[src/rtl/rx_fifo.sv]
// Receive FIFO behind the UART Rx shifter: captures bytes on the done strobe
// and gives the bus side registered pops, level/status, a sticky overrun and a threshold IRQ.
module rx_fifo #(
  parameter int DEPTH = 16,
  parameter int AW    = 4
) (
  input  logic          i_Pclk,
  input  logic          i_Reset,
  input  logic [7:0]    i_Rx_Data,
  input  logic          i_Rx_Done,
  input  logic          i_Rd_En,
  input  logic          i_Ovr_Clr,
  input  logic [AW:0]   i_Thresh,
  output logic [7:0]    o_Rd_Data,
  output logic          o_Rd_Valid,
  output logic          o_Empty,
  output logic          o_Full,
  output logic [AW:0]   o_Level,
  output logic          o_Overrun,
  output logic          o_Irq
);

  localparam logic [AW:0] FULL_LVL = (AW+1)'(DEPTH);
  localparam logic [AW:0] ONE      = (AW+1)'(1);

  logic [7:0]    mem [DEPTH];
  logic [AW-1:0] wr_ptr;
  logic [AW-1:0] rd_ptr;
  logic [AW:0]   level_p0;
  logic [AW:0]   level_nxt;
  logic          wr_en;
  logic          rd_acc;
  logic          drop;
  logic [7:0]    rd_data_p1;
  logic          vld_p1;
  logic          ovr_p0;
  logic          irq_p0;

  // Threshold of zero disables the interrupt; thresholds above DEPTH never match.
  function automatic logic thresh_hit(input logic [AW:0] lvl, input logic [AW:0] th);
    return (th != '0) && (lvl >= th);
  endfunction

  assign o_Level    = level_p0;
  assign o_Empty    = (level_p0 == '0);
  assign o_Full     = (level_p0 == FULL_LVL);
  assign o_Rd_Data  = rd_data_p1;
  assign o_Rd_Valid = vld_p1;
  assign o_Overrun  = ovr_p0;
  assign o_Irq      = irq_p0;

  // A pop frees a slot this cycle, so a full FIFO can still accept a byte alongside it.
  always_comb begin
    rd_acc    = i_Rd_En && !o_Empty;
    wr_en     = i_Rx_Done && (!o_Full || rd_acc);
    drop      = i_Rx_Done && o_Full && !rd_acc;
    level_nxt = level_p0;
    if (wr_en && !rd_acc)
      level_nxt = level_p0 + ONE;
    else if (rd_acc && !wr_en)
      level_nxt = level_p0 - ONE;
  end

  // Storage: no reset; the read below sees the pre-write contents.
  always_ff @(posedge i_Pclk) begin
    if (wr_en && !i_Reset)
      mem[wr_ptr] <= i_Rx_Data;
  end

  // Stage p0 -> p1: pointers, level, status flags and the registered read port.
  always_ff @(posedge i_Pclk) begin
    if (i_Reset) begin
      wr_ptr     <= '0;
      rd_ptr     <= '0;
      level_p0   <= '0;
      rd_data_p1 <= 8'h00;
      vld_p1     <= 1'b0;
      ovr_p0     <= 1'b0;
      irq_p0     <= 1'b0;
    end else begin
      if (wr_en)
        wr_ptr <= wr_ptr + 1'b1;
      if (rd_acc) begin
        rd_ptr     <= rd_ptr + 1'b1;
        rd_data_p1 <= mem[rd_ptr];
      end
      vld_p1   <= rd_acc;
      level_p0 <= level_nxt;
      if (drop)
        ovr_p0 <= 1'b1;
      else if (i_Ovr_Clr)
        ovr_p0 <= 1'b0;
      irq_p0 <= thresh_hit(level_nxt, i_Thresh);
    end
  end

endmodule

[config.mk]
export PLATFORM = sky130hd
export DESIGN_NAME = rx_fifo
export DESIGN_NICKNAME = d
export VERILOG_FILES = /design/src/rtl/rx_fifo.sv
export SDC_FILE = /design/constraint.sdc
export NUM_CORES = 1
export LEC_CHECK = 0
export CELL_PAD_IN_SITES_DETAIL_PLACEMENT = 0
export CELL_PAD_IN_SITES_GLOBAL_PLACEMENT = 1
export CORE_MARGIN = 10
export CORE_UTILIZATION = 35
export DETAILED_ROUTE_END_ITERATION = 6
export PLACE_DENSITY = 0.6
export SETUP_SLACK_MARGIN = 0.2
export SLEW_MARGIN = 20
export SYNTH_ARGS = -nofsm -noshare
export SYNTH_HDL_FRONTEND = slang
export SYNTH_SLANG_ARGS = --single-unit
[constraint.sdc]
create_clock -name i_Pclk -period 2.57 [get_ports i_Pclk]
set_input_delay 0.3855 -clock i_Pclk [delete_from_list [all_inputs] [get_ports i_Pclk]]
set_output_delay 0.3855 -clock i_Pclk [all_outputs]
set_load 0.1 [all_outputs]
# Yosys cells after proc, flatten, opt, wreduce, memory -nomap -nowiden
# Memory sizes are Yosys's and may differ from the RTL's. A register that Yosys moved wholly into a read port is not among the register bits.
# Cells that the tools add are included.
# word_totals
reg_bits,16
latch_bits,0
ram_bits,128
mem_bits_ro,0
inputBits,18
out_inout_bits,18
memories,1
# classes
n_addsub,4
mul,0
n_div,0
n_lt_le_gt_ge,1
n_eq_ne,1
shift,0
n_mux,6
bitwise,0
reduce_logical,17
# mem_list
memory,depth,word_bits,read_ports,rd_ports_with_merged_regs,wr,line_no,source
mem,16,8,1,1,1,26,logic [7:0] mem [DEPTH];
# op_table
operator,n
5-bit 2-to-1 mux,2
4-bit by 1-bit adder with 4-bit output (second input constant),2
1-bit logical AND,8
5-bit by 1-bit adder with 5-bit output (second input constant),1
5-bit == test (second input constant),1
5-bit greater-or-equal comparator,1
1-bit logical NOT,5
5-bit logical NOT,1
5-bit nonzero test,1
5-bit by 1-bit subtractor with 5-bit output (second input constant),1
1-bit 2-to-1 mux,4
2-bit nonzero test,1
1-bit logical OR,1

# Longest topological paths before layout
# depth
ltp_word,11
mapped_depth,13

# Worst setup path after synthesis
# No wires, ideal clock.
# synth_timing
kind,register -> register
startpoint,register level_p0[0] (netlist: o_Level[0])
endpoint,register irq_p0 (netlist: o_Irq)
setup_time_ns,0.122
arrival_ns,4.277
slack_ns,-1.829
path_stages_with_launch,13
path_buffers,0
synth_period_minus_slack_ns,4.399
path_cell_list,dfxtp_1 > inv_1 > ha_1 > nor4b_2 > nor2_1 > nor2_1 > xnor2_1 > ha_1 > nand2b_1 > a21oi_1 > nor2b_1 > o21ai_0 > a21oi_1
# synth_via
elab_chain_cells,11
elab_cells_between_ends,17
cone_classes,add/sub (2); order compare (1); eq/ne (1); mux (2); reduce/logical (11)
# synth_rtl
element,line_no,source
"start, declared",29,logic [AW:0] level_p0;
"start signal, assigned",88,level_p0 <= level_nxt;
5-bit logical NOT (*),45,assign o_Empty = (level_p0 == '0);
named net o_Empty,16,"output logic o_Empty,"
1-bit logical NOT (*),54,rd_acc = i_Rd_En && !o_Empty;
1-bit logical AND (*),54,
1-bit logical OR,55,wr_en = i_Rx_Done && (!o_Full || rd_acc);
1-bit logical AND,55,
1-bit logical NOT,60,else if (rd_acc && !wr_en)
1-bit logical AND,60,
5-bit 2-to-1 mux,60,
5-bit 2-to-1 mux (*),58,if (wr_en && !rd_acc)
5-bit greater-or-equal comparator (*),41,return (th != '0) && (lvl >= th);
1-bit logical AND (*),41,
"end signal, assigned",93,"irq_p0 <= thresh_hit(level_nxt, i_Thresh);"
"end, declared",37,logic irq_p0;
# The timed path passes the listed nets; every way through them passes the cells marked *.
# A chain may end at the register's enable or synchronous reset.

# Final worst setup path
# layout_timing
startpoint,register level_p0[1] (netlist: o_Level[1])
endpoint,register irq_p0 (netlist: o_Irq)
# layout_via
elab_chain_cells,11
elab_cells_between_ends,17
cone_classes,add/sub (2); order compare (1); eq/ne (1); mux (2); reduce/logical (11)
# layout_rtl
element,line_no
5-bit logical NOT,45
1-bit logical NOT,54
1-bit logical AND,54
1-bit logical OR,55
1-bit logical AND,55
1-bit logical NOT,60
1-bit logical AND,60
5-bit 2-to-1 mux,60
5-bit 2-to-1 mux (*),58
5-bit greater-or-equal comparator (*),41
1-bit logical AND (*),41
# Every way passes the cells marked *; elsewhere a longest branch is shown, timed or not.

==> flow_summary.toml <==
[sta]
whs_ns = 0.520
grt_setup_unrepaired = "true"
slew_viol_final = 0
period_needed_ns = 2.36
relSlewSlack_pct = 61.6
finalHoldViolCount = 0
setup_viol = 0
fmax_mhz = 424
tns_ns = 0
tightest_slew_ns = 0.575
period_share_pct = 91.7
clock_skew_ns = 0.00807

[clock_network]
cts_buffers = 17
cts_max_level = 4
cts_buffer_depth = 2
clock_sinks = 152
path_clk_slew_ns = 0.06
root_buffer = "clkbuf_16"
clock_latency_ns = 0.42
ctsHoldBuffers = 0
cts_tree = "done"

[worst_setup_path]
setup.worst_path.class = "reg2reg"
critPathRequiredTime_ns = 2.88
cp-start-kind = "register"
reg2reg_depth = 12
critPathMaxFanout = 4
end_kind = "register"
crit_arrival_ns = 2.67

[global_routing]
grt_pass1_wl_mm = 21.0
grt_max_degree = 36
grt-ovfl-total = 0
grt_pass1_vias = 3483
antenna_found_initial = 0
grt_usage_pct = 11.6

[floorplan]
ios = 36
core.rowCount = 48
die_area_mm2 = 0.0233
coreArea_mm2 = 0.0173
start_util_pct = 35.6
die_w_um = 153
die_h_um = 153

[power_and_ir_drop]
vdd.ir_drop.worst_uv = 584
p_comb_share_pct = 25.8
p_clk_share_pct = 34.0
p_leak_nw = 2.55
power_density_mw_per_mm2 = 937
switching_share_pct = 31.7
p_int_mw = 4.87
p_seq_share_pct = 40.2
p_switching_mw = 2.26

[synth]
synthTopCellsByCount = "edfxtp_1 (128), mux4_2 (32), nor2_1 (25)"
yosysTopAreaCell = "edfxtp_1"
yosys.cell_count.top_type = "edfxtp_1"
ys_warn_count = 0
avgSynthCellArea_um2 = 17.6
seq_area_frac_synth_pct = 70.2
async_flop_share_pct = 0
synth_edf_count = 128
ys_ff_latch = 152
synth_ff_type = "edfxtp_1"
yosys.area.top_type_share_pct = 62.4
synthDistinctLibCells = 38
netlist_area_mm2 = 0.00616
synthesis.nets = 380
synthCells = 350
yosys-top-cells-area = "edfxtp_1 (62%), mux4_2 (12%), dfxtp_1 (7.8%)"

[detailed_routing]
wl_met2_mm = 6.26
m1WireLength_mm = 6.29
drc = 0
topRoutingLayerUsed = "met4"
viasPerCell = 4.97
wire_per_inst_um = 19.9
final_antenna_net_count = 0
first_iter_violations = 103
via_count = 3284
drt-total-wl_mm = 13.2
first_pass_iters = 4
route.met3.wl_um = 470

[final_layout]
n_fill_cell = 1545
drive_gt1_share_pct = 31.7
final_cell_area_mm2 = 0.00761
multi_input_area_mm2 = 0.00176
nets = 453
ff_latch_area_mm2 = 0.00434
syn_to_final_growth_pct = 23.5
antennaDiodeCount = 0

[run]
max_cap_viol_count = 0

[placement]
portBuffers = 35
dp_hpwl_mm = 8.68
gp_congestion = 0.740
place_area_mm2 = 0.00701

[worst_hold_path]
worstHoldPathCells = 2
hold_class = "reg2reg"

[outcome]
status = "finished clean"
[repair_timing]
action	CTS	global route
endpoints found under the setup margin	1	1
resized for setup	1	0
buffers inserted	2	0
pin swaps	5	0
[area by class of cell]
type,instances,area share (%)
clock inverter,13,1.91
inverter,9,0.510
clock buffer,19,5.69
timing repair buffer,72,7.99
sequential,152,57.0
multi-input combinational,171,23.2
tap,225,3.70
[placed cells by master, fill, tap and decap left out, types with 6 or more instances in the layout]
cell and instances:
clkbuf_16 17, nand3b_1 10, buf_4 53, nand2_1 11
a21oi_1 8, edfxtp_1 128, inv_1 7, clkdlybuf4s50_1 17
o221ai_1 8, nor2_1 24, mux2i_1 17, mux4_2 32
nor2b_1 6, ha_1 11, dfxtp_1 18
[metal layers]
metal	track usage, %	vias up
met3	3.02	14
met2	18.5	73
li1	-	1527
met1	15.0	1670
met4	3.68	0
met5	0	-
[logic make-up after synthesis]
group	Yosys count	share of synthesized area, %
AOI/OAI and AO/OA	28	3.35
DFF	152	70.2
buffers and inverters	27	1.89
and+or+nand+nor	74	6.48
adders and majority gates	12	2.44
muxes	49	14.5
xor gates and xnor gates	8	1.14
[final timing paths]
path | startpoint | end | slack (ns)
max reg2reg | o_Level[1] | o_Irq | 0.21
max | o_Level[1] | o_Irq | 0.21
min reg2reg | o_Rd_Data[4] | o_Rd_Data[4] | 0.52
min | o_Rd_Data[4] | o_Rd_Data[4] | 0.52
[metrics by stage]
stage	std cells	util (%)	setup slack, ns	power [mW]
detailed placement	627	40.5	0.121	4.75
CTS	661	44.0	0.207	7.21
finish	661	44.0	0.213	7.13
global route	661	44.0	0.0529	7.43
global placement	627	40.5	0.0862	4.73
floorplan	350	-	-0.464	4.27
[power groups by stage]
stage	clock, mW	combinational, mW	sequential, mW
2_1_floorplan	0	0.894	3.38
3_3_place_gp	0	1.81	2.92
3_5_place_dp	0	1.82	2.93
4_1_cts	2.48	1.87	2.87
5_1_grt	2.59	1.97	2.88
6_report	2.43	1.84	2.86
[critical path, stage by stage, from the launching register on]
cell      delay [ns]
dfxtp_4         0.35
inv_4           0.06
ha_4            0.14
or3b_4          0.39
a211oi_4        0.26
nor2_1          0.10
xnor2_1         0.20
ha_1            0.26
nand2b_1        0.13
a21oi_1         0.12
nor2b_1         0.06
o21ai_1         0.11
a21oi_1         0.07
[sequential cells by signal, summed over array words and instances (netlist names)]
register / flops
mem: 128
o_Rd_Data: 8
o_Level: 5
rd_ptr: 4
wr_ptr: 4
o_Irq: 1
o_Overrun: 1
o_Rd_Valid: 1
(Power assumes the default switching activity.)
==> patch 1, RTL diff (same flow settings) <==
Put one more register stage on the output `o_Irq`, without a reset. The value now appears one clock later. The other outputs are not delayed to match.
--- a/src/rtl/rx_fifo.sv
+++ b/src/rtl/rx_fifo.sv
@@ -47,7 +47,9 @@
   assign o_Rd_Data  = rd_data_p1;
   assign o_Rd_Valid = vld_p1;
   assign o_Overrun  = ovr_p0;
-  assign o_Irq      = irq_p0;
+  always_ff @(posedge i_Pclk) begin
+    o_Irq <= irq_p0;
+  end
 
   // A pop frees a slot this cycle, so a full FIFO can still accept a byte alongside it.
   always_comb begin
Behaviour: not the same (a bounded check fails within 4 cycles, from zero or initial values and one cycle with i_Reset high).
==> patch 1 against the original RTL <==
Synthesized cell count up 0.29%. Worst setup slack worse by 0.012 ns. First-iteration DRC count up 73%. Sequential share of layout area down 0.15 points. Via count about the same. Total power up 1.3%. Global-route usage up 0.13 points. Design area up 0.72%. Area after synthesis up 0.33%. Wire length about the same. Sequential cell count up 1.
==> patch 1: results (changes against the original RTL) <==
Global route
  • M1 GR Usage: 0.1518 (+0.001334)
  • M3 GR Usage: 0.03058 (+0.0003832)
  • Gr usage total: 0.1173 (+0.001254)
  • Global-route wire length before repair: 21,070 um (+0.33%)

Routing
  • WL/cell: 19.83 um (-0.59%)
  • Vias per Instance: 4.937 (-0.63%)
  • DR iter-0 viols: 178 (+73%)

Placed design
  • Placed cells: 630 (+0.48%)
  • Placer Congestion: 0.7527 (+1.8%)

Final layout
  • Fin nets: 457 (+0.88%)
  • Non-clock buffer share of cell area: 0.08068 (+0.0007320)
  • Non-Filler Instances: 665 (+0.61%)
  • Clock network area share: 0.07839 (+0.002394)
  • Share of cells above drive strength 1: 0.3250 (+0.008486)
  • Area of the multi-input gates: 1765 sq um (+0.14%)
  • Reg area: 4357 sq um (+0.46%)

Synthesis
  • Yosys reg bits: 153 (+0.66%)
  • Mapped Cells: 351 (+0.29%)
  • Sequential area share after synthesis: 0.7033 (+0.0009648)
  • Most frequent cells after synthesis: edfxtp_1, mux4_2, dfxtp_1, nor2_1, mux2i_1
  • Synthesized Nets: 381 (+0.26%)

STA
  • Slew @ Worst Pin: 0.5598 ns (-0.01489 ns)

Power and ir drop
  • Sequential fraction of design power: 0.399 (-0.003)
  • Sw power: 2239 uW (-0.93%)
  • Clock share of power: 0.346 (+0.006)
  • Worst IR Drop VDD: 0.0005538 V (-5.2%)

Hold path
  • WHS Path Cells: 0 (-2)

Run status
  • Status: finished, final reports clean
==> patch 1: cell count changes after synthesis <==
cell,change
dfxtp_1,+1
==> patch 1: per-stage QoR <==
| stage | setup TNS, ns | setup WS, ns | area (sq um) | power (uW) | hold WS (ns) |
|---|---|---|---|---|---|
| finish | 0 | 0.2010 | 7661 | 7219 | 0.3354 |
| global route | 0 | 0.05885 | 7661 | 7539 | 0.3580 |
| CTS | 0 | 0.2003 | 7659 | 7313 | 0.3358 |
| detailed placement | 0 | 0.06196 | 7033 | 4762 | 0.3205 |
| global placement | 0 | 0.08965 | 7033 | 4755 | 0.3163 |
| floorplan | -0.6857 | -0.4638 | 6237 | 4292 | 0.3096 |
==> patch 1: path summary, 6_finish.rpt <==
| path | from | endpoint | slack, ns |
|---|---|---|---|
| worst max-delay path | o_Level[1]$_SDFF_PP0_ | irq_p0$_SDFF_PP0_ | 0.20 |
| worst min-delay path | irq_p0$_SDFF_PP0_ | o_Irq$_DFF_P_ | 0.34 |
| worst max register to register | o_Level[1]$_SDFF_PP0_ | irq_p0$_SDFF_PP0_ | 0.20 |
| worst min register to register | irq_p0$_SDFF_PP0_ | o_Irq$_DFF_P_ | 0.34 |
==> patch 1: kinds of logic after synthesis <==
family,after synthesis,synth area share
and+or+nand+nor,74,0.06461
adders and majority gates,12,0.02431
AOI/OAI and AO/OA,28,0.03342
xor gates and xnor gates,8,0.01134
DFF,153,0.7033
buffers and inverters,27,0.01884
muxes,49,0.1442
==> patch 1: what timing repair did <==
action	in CTS	in global routing
cloned	0	0
pin swaps	3	0
endpoints found under the setup margin	1	123
buffers inserted	3	0
gates resized for setup	1	2
==> patch 1: layer usage <==
layer	vias to the layer above	routed length [um]
li1	1521	-
met1	1689	6135
met2	63	6486
met3	10	444
met4	0	121
met5	-	0
==> patch 2, RTL diff (config.mk and constraints unchanged) <==
Without the edit above. Set the parameter `AW` to 5 (it was 4).
--- a/src/rtl/rx_fifo.sv
+++ b/src/rtl/rx_fifo.sv
@@ -2,7 +2,7 @@
 // and gives the bus side registered pops, level/status, a sticky overrun and a threshold IRQ.
 module rx_fifo #(
   parameter int DEPTH = 16,
-  parameter int AW    = 4
+  parameter int AW    = 5
 ) (
   input  logic          i_Pclk,
   input  logic          i_Reset,
Ports: changed (resized i_Thresh and o_Level); port bits go from 36 to 38. No check against the original RTL was run, so the function may have changed too.
==> patch 2 against the original RTL <==
Highest routed layer unchanged. Design area is 7.1% higher. Total power is 20% higher. Count of clock-buffer cells in the layout fell by 2. Critical endpoint unchanged. Worst setup slack got worse by 0.21 ns. Wire length rose by 6.8%. Core utilization grew 1.7 points. Sequential share of layout area is 3.5 points lower. Die area is 2.3% higher. Largest cell class unchanged. Maximum frequency shrank 8.1%. Sequential cell count rose by 1. Area after synthesis increased by 2.6%.
==> patch 2: results (changes against the original RTL) <==
Run status
  • Status: finished, final reports clean

STA
  • Fin crit period: 2.565 ns (+0.2081 ns)
  • Clock skew: 0.008559 ns (+0.0004866 ns)
  • Hold_ws: 0.5059 ns (-0.01381 ns)
  • Slew HR: 0.5718 (-0.04388)

Global route
  • Largest net degree at the start of global routing: 34 (-5.6%)
  • Initial antenna violation count: 0 (unchanged)
  • Gr usage total: 0.1206 (+0.004626)
  • Global-route wire length before repair: 21,830 um (+4.0%)
  • Vias in the first global route: 3,715 (+6.7%)

Critical path
  • CP Launch Point: o_Level[0]$_SDFF_PP0_
  • Reg-to-reg slack, setup: 0.005 ns (-0.21 ns)
  • Max FO, Critical Path: 6 (+2)
  • Worst stage delay on the critical path: 0.53 ns (+0.14 ns)
  • Critical-path top delay cell: or4b_4
  • Worst Setup EP: o_Irq$_SDFF_PP0_
  • Arrival time at the worst endpoint: 2.87 ns (+0.20 ns)

Final layout
  • Fillcell total: 1,529 (-1.0%)
  • Share of cells above drive strength 1: 0.3712 (+0.05473)
  • Max reg flops: 128 (unchanged)
  • Fin nets: 487 (+7.5%)

Synthesis
  • Post-synthesis adder-cell area fraction: 0.02930 (+0.004916)
  • Post-synth EDFFs: 128 (unchanged)
  • Xor/xnor share of the synthesized area: 0.01386 (+0.002479)
  • Synthesized Nets: 408 (+7.4%)
  • Distinct cells, synth: 43 (+13%)
  • Synth Area in Compound Gates: 0.03999 (+0.006462)
  • Top cells by area, synth: edfxtp_1, mux4_2, dfxtp_1, ha_1, mux2i_1
  • Post-synthesis mux area share: 0.1410 (-0.003724)
  • Sequential area share after synthesis: 0.6874 (-0.01491)
  • Most frequent cells after synthesis: edfxtp_1, mux4_2, nor2_1
  • Mapped Cells: 375 (+7.1%)

Routing
  • Routed via count: 3,512 (+6.9%)
  • Vias per Instance: 5.053 (+1.7%)
  • DR iter-0 viols: 224 (+120%)
  • Total wire length: 14,080 um (+6.8%)

Placed design
  • Placer Congestion: 0.7884 (+6.6%)
  • Worst slack, placed: -0.02115 ns (-0.1422 ns)
  • Placed cells: 659 (+5.1%)
  • Port bufs: 37 (+5.7%)
  • Area after DPL: 7274 sq um (+3.8%)
  • DP Wirelength: 9343 um (+7.6%)

Hold path
  • Hold Crit Class: flop to flop
  • Endpoint of the worst hold path: o_Rd_Data[7]$_SDFFE_PP0N_
  • Hold Crit Start: o_Rd_Data[7]$_SDFFE_PP0N_

Clock network
  • Post-CTS Setup Bufs: 3 (+1)
  • Clock buffer depth: 2 (unchanged)
  • Post-CTS Resized: 5 (+4)

Power and ir drop
  • P_comb: 2980 uW (+62%)
  • P_seq: 2980 uW (+4%)
  • Pwr dens: 1049 nW/um^2 (+12%)
  • Leak: 0.002736 uW (+7.2%)
  • Worst IR Drop VDD: 0.0006173 V (+5.7%)
  • Power Internal: 5645 uW (+16%)
patch 2: changes by cell type after synthesis, sizes merged, moves of 3 or more:
| cell | delta |
|---|---|
| nor2b | +3 |
| inv | +3 |
| o21ai | -3 |
| nand3 | +3 |
| nor2 | +3 |
| a31oi | +3 |
patch 2: final cells by class:
| cell class | count | area [sq um] | share of cell area |
|---|---|---|---|
| flip-flops and latches | 153 | 4358 | 0.5348 |
| multi-input cells | 190 | 2087 | 0.2561 |
| repair buffers | 80 | 755.7 | 0.09274 |
| clock buffers | 17 | 425.4 | 0.05220 |
| well taps | 229 | 286.5 | 0.03516 |
| clock inverters | 14 | 186.4 | 0.02288 |
| inverters | 12 | 50.05 | 0.006142 |
patch 2: metal layers:
layer / track usage / up-vias / routed length, um
li1: - / 1640 / -
met1: 0.1601 / 1783 / 6564
met2: 0.1883 / 74 / 6687
met3: 0.03050 / 15 / 660
met4: 0.04049 / 0 / 167
met5: 0 / - / 0
